==> config.mk <==
export PLATFORM = sky130hd
export DESIGN_NAME = window_motor_drive
export DESIGN_NICKNAME = d
export VERILOG_FILES = /design/src/rtl/window_motor_drive.sv
export SDC_FILE = /design/constraint.sdc
export NUM_CORES = 1
export LEC_CHECK = 0
export CORE_MARGIN = 3
export CORE_UTILIZATION = 53
export CTS_CLUSTER_SIZE = 14
export DETAILED_ROUTE_END_ITERATION = 10
export PLACE_DENSITY = 0.83
export SLEW_MARGIN = 20
export SYNTH_ARGS = -nofsm -noshare
export SYNTH_HDL_FRONTEND = slang
export SYNTH_SLANG_ARGS = --single-unit
==> constraint.sdc <==
create_clock -name clk -period 2.4 [get_ports clk]
set_input_delay 0.6 -clock clk [delete_from_list [all_inputs] [get_ports clk]]
set_output_delay 0.6 -clock clk [all_outputs]
set_load 0.005 [all_outputs]
==> src/rtl/window_motor_drive.sv <==
// H-bridge driver for the window motor: runs toward a limit switch, enforces a run
// time budget, and inserts a both-legs-off dead time before any new run.
module window_motor_drive #(
  parameter int CNT_W       = 24,
  parameter int RUN_TIMEOUT = 5000000,
  parameter int DEAD_TIME   = 1000
) (
  input  logic       clk,
  input  logic       n_reset,
  input  logic       open_cw,
  input  logic       close_ccw,
  input  logic       limit_open,
  input  logic       limit_closed,
  output logic       motor_cw,
  output logic       motor_ccw,
  output logic       busy,
  output logic       fault,
  output logic [2:0] state_o
);

  typedef enum logic [2:0] {
    S_IDLE    = 3'd0,
    S_RUN_CW  = 3'd1,
    S_RUN_CCW = 3'd2,
    S_DEAD    = 3'd3,
    S_FAULT   = 3'd4
  } state_t;

  typedef enum logic [1:0] {
    C_NONE  = 2'd0,
    C_OPEN  = 2'd1,
    C_CLOSE = 2'd2
  } cmd_t;

  localparam logic [CNT_W-1:0] RUN_LAST  = CNT_W'(RUN_TIMEOUT - 1);
  localparam logic [CNT_W-1:0] DEAD_LAST = CNT_W'(DEAD_TIME - 1);

  state_t           state_q, state_d;
  logic [CNT_W-1:0] cnt_q, cnt_d;
  cmd_t             pend_q, pend_d;
  cmd_t             cmd;

  // Simultaneous open and close requests are contradictory and treated as no command.
  always_comb begin
    cmd = C_NONE;
    if (open_cw && !close_ccw)      cmd = C_OPEN;
    else if (close_ccw && !open_cw) cmd = C_CLOSE;
  end

  always_ff @(posedge clk) begin
    if (!n_reset) begin
      state_q <= S_IDLE;
      cnt_q   <= '0;
      pend_q  <= C_NONE;
    end else begin
      state_q <= state_d;
      cnt_q   <= cnt_d;
      pend_q  <= pend_d;
    end
  end

  always_comb begin
    state_d = state_q;
    cnt_d   = cnt_q;
    pend_d  = pend_q;
    if (state_q != S_FAULT && limit_open && limit_closed) begin
      state_d = S_FAULT;
    end else begin
      case (state_q)
        S_IDLE: begin
          if (cmd == C_OPEN && !limit_open) begin
            state_d = S_RUN_CW;
            cnt_d   = '0;
          end else if (cmd == C_CLOSE && !limit_closed) begin
            state_d = S_RUN_CCW;
            cnt_d   = '0;
          end
        end
        S_RUN_CW: begin
          if (limit_open) begin
            state_d = S_DEAD;
            cnt_d   = '0;
            pend_d  = C_NONE;
          end else if (cnt_q == RUN_LAST) begin
            state_d = S_FAULT;
          end else if (cmd == C_CLOSE) begin
            state_d = S_DEAD;
            cnt_d   = '0;
            pend_d  = C_CLOSE;
          end else begin
            cnt_d = cnt_q + 1'b1;
          end
        end
        S_RUN_CCW: begin
          if (limit_closed) begin
            state_d = S_DEAD;
            cnt_d   = '0;
            pend_d  = C_NONE;
          end else if (cnt_q == RUN_LAST) begin
            state_d = S_FAULT;
          end else if (cmd == C_OPEN) begin
            state_d = S_DEAD;
            cnt_d   = '0;
            pend_d  = C_OPEN;
          end else begin
            cnt_d = cnt_q + 1'b1;
          end
        end
        S_DEAD: begin
          // A command seen on the final dead cycle still counts as the latest request.
          if (cmd != C_NONE) pend_d = cmd;
          if (cnt_q == DEAD_LAST) begin
            if (pend_d == C_OPEN && !limit_open)         state_d = S_RUN_CW;
            else if (pend_d == C_CLOSE && !limit_closed) state_d = S_RUN_CCW;
            else                                         state_d = S_IDLE;
            cnt_d  = '0;
            pend_d = C_NONE;
          end else begin
            cnt_d = cnt_q + 1'b1;
          end
        end
        S_FAULT: state_d = S_FAULT;
        default: state_d = S_FAULT;
      endcase
    end
  end

  always_comb begin
    motor_cw  = (state_q == S_RUN_CW);
    motor_ccw = (state_q == S_RUN_CCW);
    busy      = (state_q == S_RUN_CW) || (state_q == S_RUN_CCW) || (state_q == S_DEAD);
    fault     = (state_q == S_FAULT);
    state_o   = state_q;
  end

endmodule

### Yosys cells after proc, flatten, opt, wreduce, memory -nomap -nowiden

Cells that the tools add are included.

| word-level totals | value |
|---|---|
| flip-flop bits (word level) | 29 |
| bits in latches | 0 |
| bits in writable memories | 0 |
| memory bits (read-only) | 0 |
| output and inout bits | 7 |
| word-level logic and storage cells | 89 |
| memories | 0 |

| cells by class | value |
|---|---|
| $add $sub $neg | 1 |
| multipliers | 0 |
| divide/modulo/power cells | 0 |
| order comparisons | 0 |
| eq/ne operators | 23 |
| shift-type cells | 0 |
| mux-type cells | 36 |
| bitwise gates (word level) | 2 |
| reductions and logical operators | 23 |

Operators by type and width:

| kind | number |
|---|---|
| two-way mux 24 bit | 9 |
| one-hot mux 24 bit (4 select lines) | 1 |
| two-way mux 3 bit | 10 |
| two-way mux 2 bit | 14 |
| adder 24 x 1 -> 24 bit (second input constant) | 1 |
| equality test 24 x 10 -> 1 bit (second input constant) | 1 |
| equality test 24 x 23 -> 1 bit (second input constant) | 1 |
| inequality test 3 bit (second input constant) | 5 |
| one-hot mux 3 bit (4 select lines) | 1 |
| inequality test 5 x 2 -> 1 bit (second input constant) | 2 |
| logical AND 1 bit | 8 |
| inequality test 4 x 2 -> 1 bit (second input constant) | 2 |
| AND reduction 4 bit | 2 |
| equality test 3 x 2 -> 1 bit (second input constant) | 2 |
| inequality test 3 x 2 -> 1 bit (second input constant) | 2 |
| one-hot mux 2 bit (3 select lines) | 1 |
| AND reduction 6 bit | 1 |
| AND reduction 5 bit | 1 |
| equality test 2 x 1 -> 1 bit (second input constant) | 2 |
| equality test 2 bit (second input constant) | 2 |
| zero test 1 bit | 4 |
| inequality test 4 bit (second input constant) | 1 |
| nonzero test 4 bit | 1 |
| equality test 3 x 1 -> 1 bit (second input constant) | 1 |
| 8 further kinds | 10 |

### Depth between registers and ports, before layout

| depth | value |
|---|---|
| depth after elaboration | 15 |
| mapped depth | 10 |
| depth with buffers taken out | 8 |

### Worst setup path before layout

OpenSTA, ideal clock, no wires.

| timing | value |
|---|---|
| path kind | reg-to-reg |
| start point | reg cnt_q[10] |
| end point | reg state_q[1], in the netlist state_o[1] |
| arrival time | 2326 ps |
| slack | -56 ps |
| cell stages (with the launch flop) | 7 |
| buffers on the path | 0 |
| clock period less this slack | 2456 ps |
| cell sequence | dfxtp_1 or4_1 or4_4 or4_1 o2bb2ai_1 a311oi_1 o22ai_1 |

| between the ends | value |
|---|---|
| cells in the longest elaborated chain, start to end | 4 |
| elaborated cells on any way between the ends | 11 |
| classes of those cells | 5 x eq/ne; 5 x mux; 1 x reduce/logical |

Ends and longest elaborated chain:

| element | RTL line | text |
|---|---|---|
| from (decl) | 39 | `logic [CNT_W-1:0] cnt_q, cnt_d;` |
| from (signal assigned) | 57 | `cnt_q <= cnt_d;` |
| equality test 24 x 23 -> 1 bit | 84, 99 |  |
| two-way mux 3 bit (on tied branches) | 99, 84 |  |
| two-way mux 3 bit (on tied branches) | 95, 80 |  |
| one-hot mux 3 bit (4 select lines) | 69 | `case (state_q)` |
| to (signal assigned) | 56 | `state_q <= state_d;` |
| to (decl) | 38 | `state_t state_q, state_d;` |

Parallel ways exist; a longest one is shown, timed or not.
A chain may end at the register's enable or synchronous reset.

### Worst setup path after layout

| timing | value |
|---|---|
| start point | reg cnt_q[10] |
| end point | reg cnt_q[23] |

| between the ends | value |
|---|---|
| cells in the longest elaborated chain, start to end | 5 |
| elaborated cells on any way between the ends | 14 |
| classes of those cells | 1 x add/sub; 4 x eq/ne; 8 x mux; 1 x reduce/logical |

Ends and longest elaborated chain:

| element | RTL line |
|---|---|
| adder 24 x 1 -> 24 bit | 91, 106, 119 |
| two-way mux 24 bit (on tied branches) | 101, 86 |
| two-way mux 24 bit (on tied branches) | 99, 84 |
| two-way mux 24 bit (on tied branches) | 95, 80 |
| one-hot mux 24 bit (4 select lines) | 69 |

Parallel ways exist; a longest one is shown, timed or not. The select of a mux whose other input is x is not followed.

==> out/qor.log <==
[synth] area share of xor/xnor cells in the synthesized design 0%
[final_layout] Final Instance Area 2590 um2
[power] Worst VDD drop 0.298 mV
[synth] Synth Area per Inst 7.73 um2
[synth] adder-cell share of the synthesized area 2.70%
[floorplanning] std cell rows 20
[place] number of buffers inserted by port buffering 12
[detailed_routing] count of vias placed by the detailed router 2,144
[synth] number of warning messages in the yosys log 0
[synth] main combinational cell family by area after synthesis simple AND/OR/NAND/NOR gates
[floorplanning] number of placed I/O pins 13
[final_layout] top library cells by usage in the layout, fill and taps aside 38 x sky130_fd_sc_hd__buf_4, 25 x sky130_fd_sc_hd__dfxtp_1, 17 x sky130_fd_sc_hd__nor2_1
[timing] transition time at the pin with the least slew margin 0.362 ns
[timing] setup slack after layout -0.156 ns
[synth] async set-reset flop share out of synthesis 0%
[detailed_routing] Remaining DRCs 0
[synth] simple logic cell fraction of the synthesized area 33.4%
[timing] Final Hold Fails 0
[global_route] number of antenna violations at the first check in global routing 0
[synth] Post-Syn Area 1860 um2
[synth] count of cell types in the netlist 54
[floorplanning] width of the chip 65.2 um
[run] max cap viols 0
[final_layout] Final Core Density 81.0%
[final_layout] Layout Area Growth over Synthesis 39.9%
[synth] Yosys top cell by area sky130_fd_sc_hd__dfxtp_1
[cts] clk_lat worst skew 0.34 ns
[synth] synth top area cells sky130_fd_sc_hd__dfxtp_1 31%, sky130_fd_sc_hd__a21oi_1 4.3%, sky130_fd_sc_hd__nand2_1 3.8%, sky130_fd_sc_hd__nand3_1 3.8%, sky130_fd_sc_hd__o21ai_0 3.5%
[detailed_routing] total wire length 5740 um
[global_route] via count of the first global-routing pass 2,010
[global_route] first-pass GRT wire length 9330 um
[synth] Post-Syn Nets 250
[place] final weighted congestion of routability-driven global placement 0.914
[global_route] maximum number of pins on one net before global-route repair 15
[worst_setup_path] critical path required time 2.69 ns
[synth] Seq/Total Area, Yosys 31.3%
[floorplanning] Core Region 3200 um2
[timing] post-route minimum period 2.56 ns
[worst_setup_path] nature of the critical path endpoint flop
[detailed_routing] post-DR vias/cell 6.32
[timing] Setup Viol. Count Final 26
[cts] CTS Sinks 29
[worst_setup_path] Worst path max stage delay 0.54 ns
[floorplanning] Initial Utilization 57.9%
[final_layout] Diodes inserted 0
[synth] most used flip-flop cell after synthesis sky130_fd_sc_hd__dfxtp_1
[cts] number of H-tree branching levels 2
[worst_setup_path] critical-path cell list or4_4, or4_4, buf_6, nor4_4, buf_4, o31a_1, buf_6, o2bb2a_2, nand2_1
[final_layout] share of layout cells above drive strength 1 32.9%
[timing] setup repair after global routing missed its margin true
[worst_setup_path] Critical Path Fanout Max 4
[synth] top cell type's share of synthesized area 31.3%
[hold_path] type of the worst min-delay path flop to flop
[synth] EDFF count, synth 0
[status] status complete, but fails checks
[synth] multiplexer share of the synthesized area 1.15%
[floorplanning] area of the die 4250 um2
[synth] Yosys reg bits 29
[status] violations in the final reports negative setup slack
[detailed_routing] detail-routed net length per standard cell 16.9 um
[worst_setup_path] crit path kind flop to flop
[cts] number of buffers added to fix hold violations after cts 0
[timing] FMAX 0.391 GHz
[timing] max-slew violation count 0
[cts] Max Root-Sink Buffers 2
[final_layout] Net count, final 306
[cts] CTS tree built
[cts] clock slew at the register clock pins of the worst setup and hold paths 0.09 ns
[synth] cell count after synthesis 240
[synth] post-synthesis compound-gate area fraction 24.3%
[timing] final cycle utilization of the critical path 106%
[worst_setup_path] critical path startpoint category flop
[final_layout] most common cell after layout, fill and taps aside sky130_fd_sc_hd__buf_4
[detailed_routing] drt first-iter violations 192
[worst_setup_path] Worst Path Arrival 2.85 ns
[worst_setup_path] worst setup slack for register-to-register paths -0.16 ns
[global_route] remaining global-route overflow 0
[place] DP Wirelength 3740 um
[cts] Clock Root Buffer sky130_fd_sc_hd__clkbuf_4
[power] PwrDens 377 nW/um2
[detailed_routing] number of nets with antenna violations after routing 0
[worst_setup_path] Critical Path Slowest Stage Cell sky130_fd_sc_hd__or4_4
[detailed_routing] first-pass iteration count of the detailed router 5
[cts] number of buffers added by the clock tree synthesis step 5
[place] placed cell area 2280 um2
[timing] worst slew slack as a fraction of its limit 75.7%
[power] static leakage 1.00 nW
[global_route] global-route usage over all layers 27.8%
[timing] worst clock skew 0.00865 ns
[floorplanning] height of the chip 65.2 um
==> metal layers <==
layer	track usage, %	share of wire (%)	routed length, um	vias to the layer above
met5	0	0	0	-
met4	9.84	2.7	156	0
met3	5.81	7.7	444	22
met2	47.5	48	2750	110
met1	34.3	42	2380	998
li1	-	-	-	1014
==> stage by stage <==
| stage | worst slack (ns) | setup TNS, ns | power (mW) | instances | hold WS (ns) |
|---|---|---|---|---|---|
| 6_report | -0.156 | -2.70 | 0.979 | 339 | 0.470 |
| 5_1_grt | -0.229 | -4.76 | 1.02 | 339 | 0.518 |
| 4_1_cts | -0.137 | -2.05 | 0.949 | 336 | 0.482 |
| 3_5_place_dp | -0.604 | -13.28 | 0.668 | 326 | 0.488 |
| 3_3_place_gp | -0.489 | -12.17 | 0.664 | 326 | 0.484 |
| 2_1_floorplan | 0.000192 | 0 | 0.598 | 240 | 0.462 |
==> flip-flops by register name (all words and copies together) (netlist names) <==
signal   flops
cnt_q       24
state_o      3
pend_q       2
==> worst paths after layout <==
check / from / end / cells after the start
max: cnt_q[10] / cnt_q[23] / 9
min: cnt_q[11] / cnt_q[11] / 2
max reg2reg: cnt_q[10] / cnt_q[23] / 9
min reg2reg: cnt_q[11] / cnt_q[11] / 2
==> cells in the mapped netlist, types with 3 or more instances <==
cell,count
sky130_fd_sc_hd__or4_1,7
sky130_fd_sc_hd__nand2b_1,3
sky130_fd_sc_hd__or3_1,8
sky130_fd_sc_hd__o22ai_1,3
sky130_fd_sc_hd__buf_4,3
sky130_fd_sc_hd__dfxtp_1,29
sky130_fd_sc_hd__nand4_1,9
sky130_fd_sc_hd__a21oi_1,16
sky130_fd_sc_hd__nor2b_1,5
sky130_fd_sc_hd__o41ai_1,3
sky130_fd_sc_hd__and3_1,6
sky130_fd_sc_hd__o21a_1,3
sky130_fd_sc_hd__and2_1,3
sky130_fd_sc_hd__clkbuf_1,5
sky130_fd_sc_hd__o21ai_1,5
sky130_fd_sc_hd__nand2_1,19
sky130_fd_sc_hd__o21ai_0,13
sky130_fd_sc_hd__inv_1,16
sky130_fd_sc_hd__nor2_1,17
sky130_fd_sc_hd__a211oi_1,3
sky130_fd_sc_hd__nor4_1,5
sky130_fd_sc_hd__ha_1,4
sky130_fd_sc_hd__a32oi_1,3
sky130_fd_sc_hd__nand3_1,14
==> repair_timing <==
action / CTS / global route
buffers inserted: 3 / 3
cloned: 1 / 0
endpoints found under the setup margin: 28 / 30
resized for setup: 35 / 32
pin swaps: 6 / 15
==> cell type report <==
type	instances	area [um2]
clock buffer	5	37.5
clock inverter	1	5.00
fill	209	608
inverter	17	63.8
multi-input combinational	183	1320
sequential	29	586
tap	44	55.1
timing repair buffer	60	529
==> cell families after synthesis <==
logic type / Yosys count
compound gates: 68
fa+ha+maj: 4
buf+inv: 28
flops: 29
mux: 2
simple gates: 109
==> power breakdown <==
group          internal, mW  switching, mW
clock network         0.101          0.168
logic                 0.108          0.103
registers             0.487         0.0118
==> critical path, delay by kind of cell (launching register included) <==
| family | cells | cell delay (ns) |
|---|---|---|
| and+or+nand+nor | 4 | 1.28 |
| DFF | 1 | 0.33 |
| AOI/OAI and AO/OA | 2 | 0.45 |
| buffers and inverters | 3 | 0.47 |
Note: power is estimated with default switching activity, not from simulation.
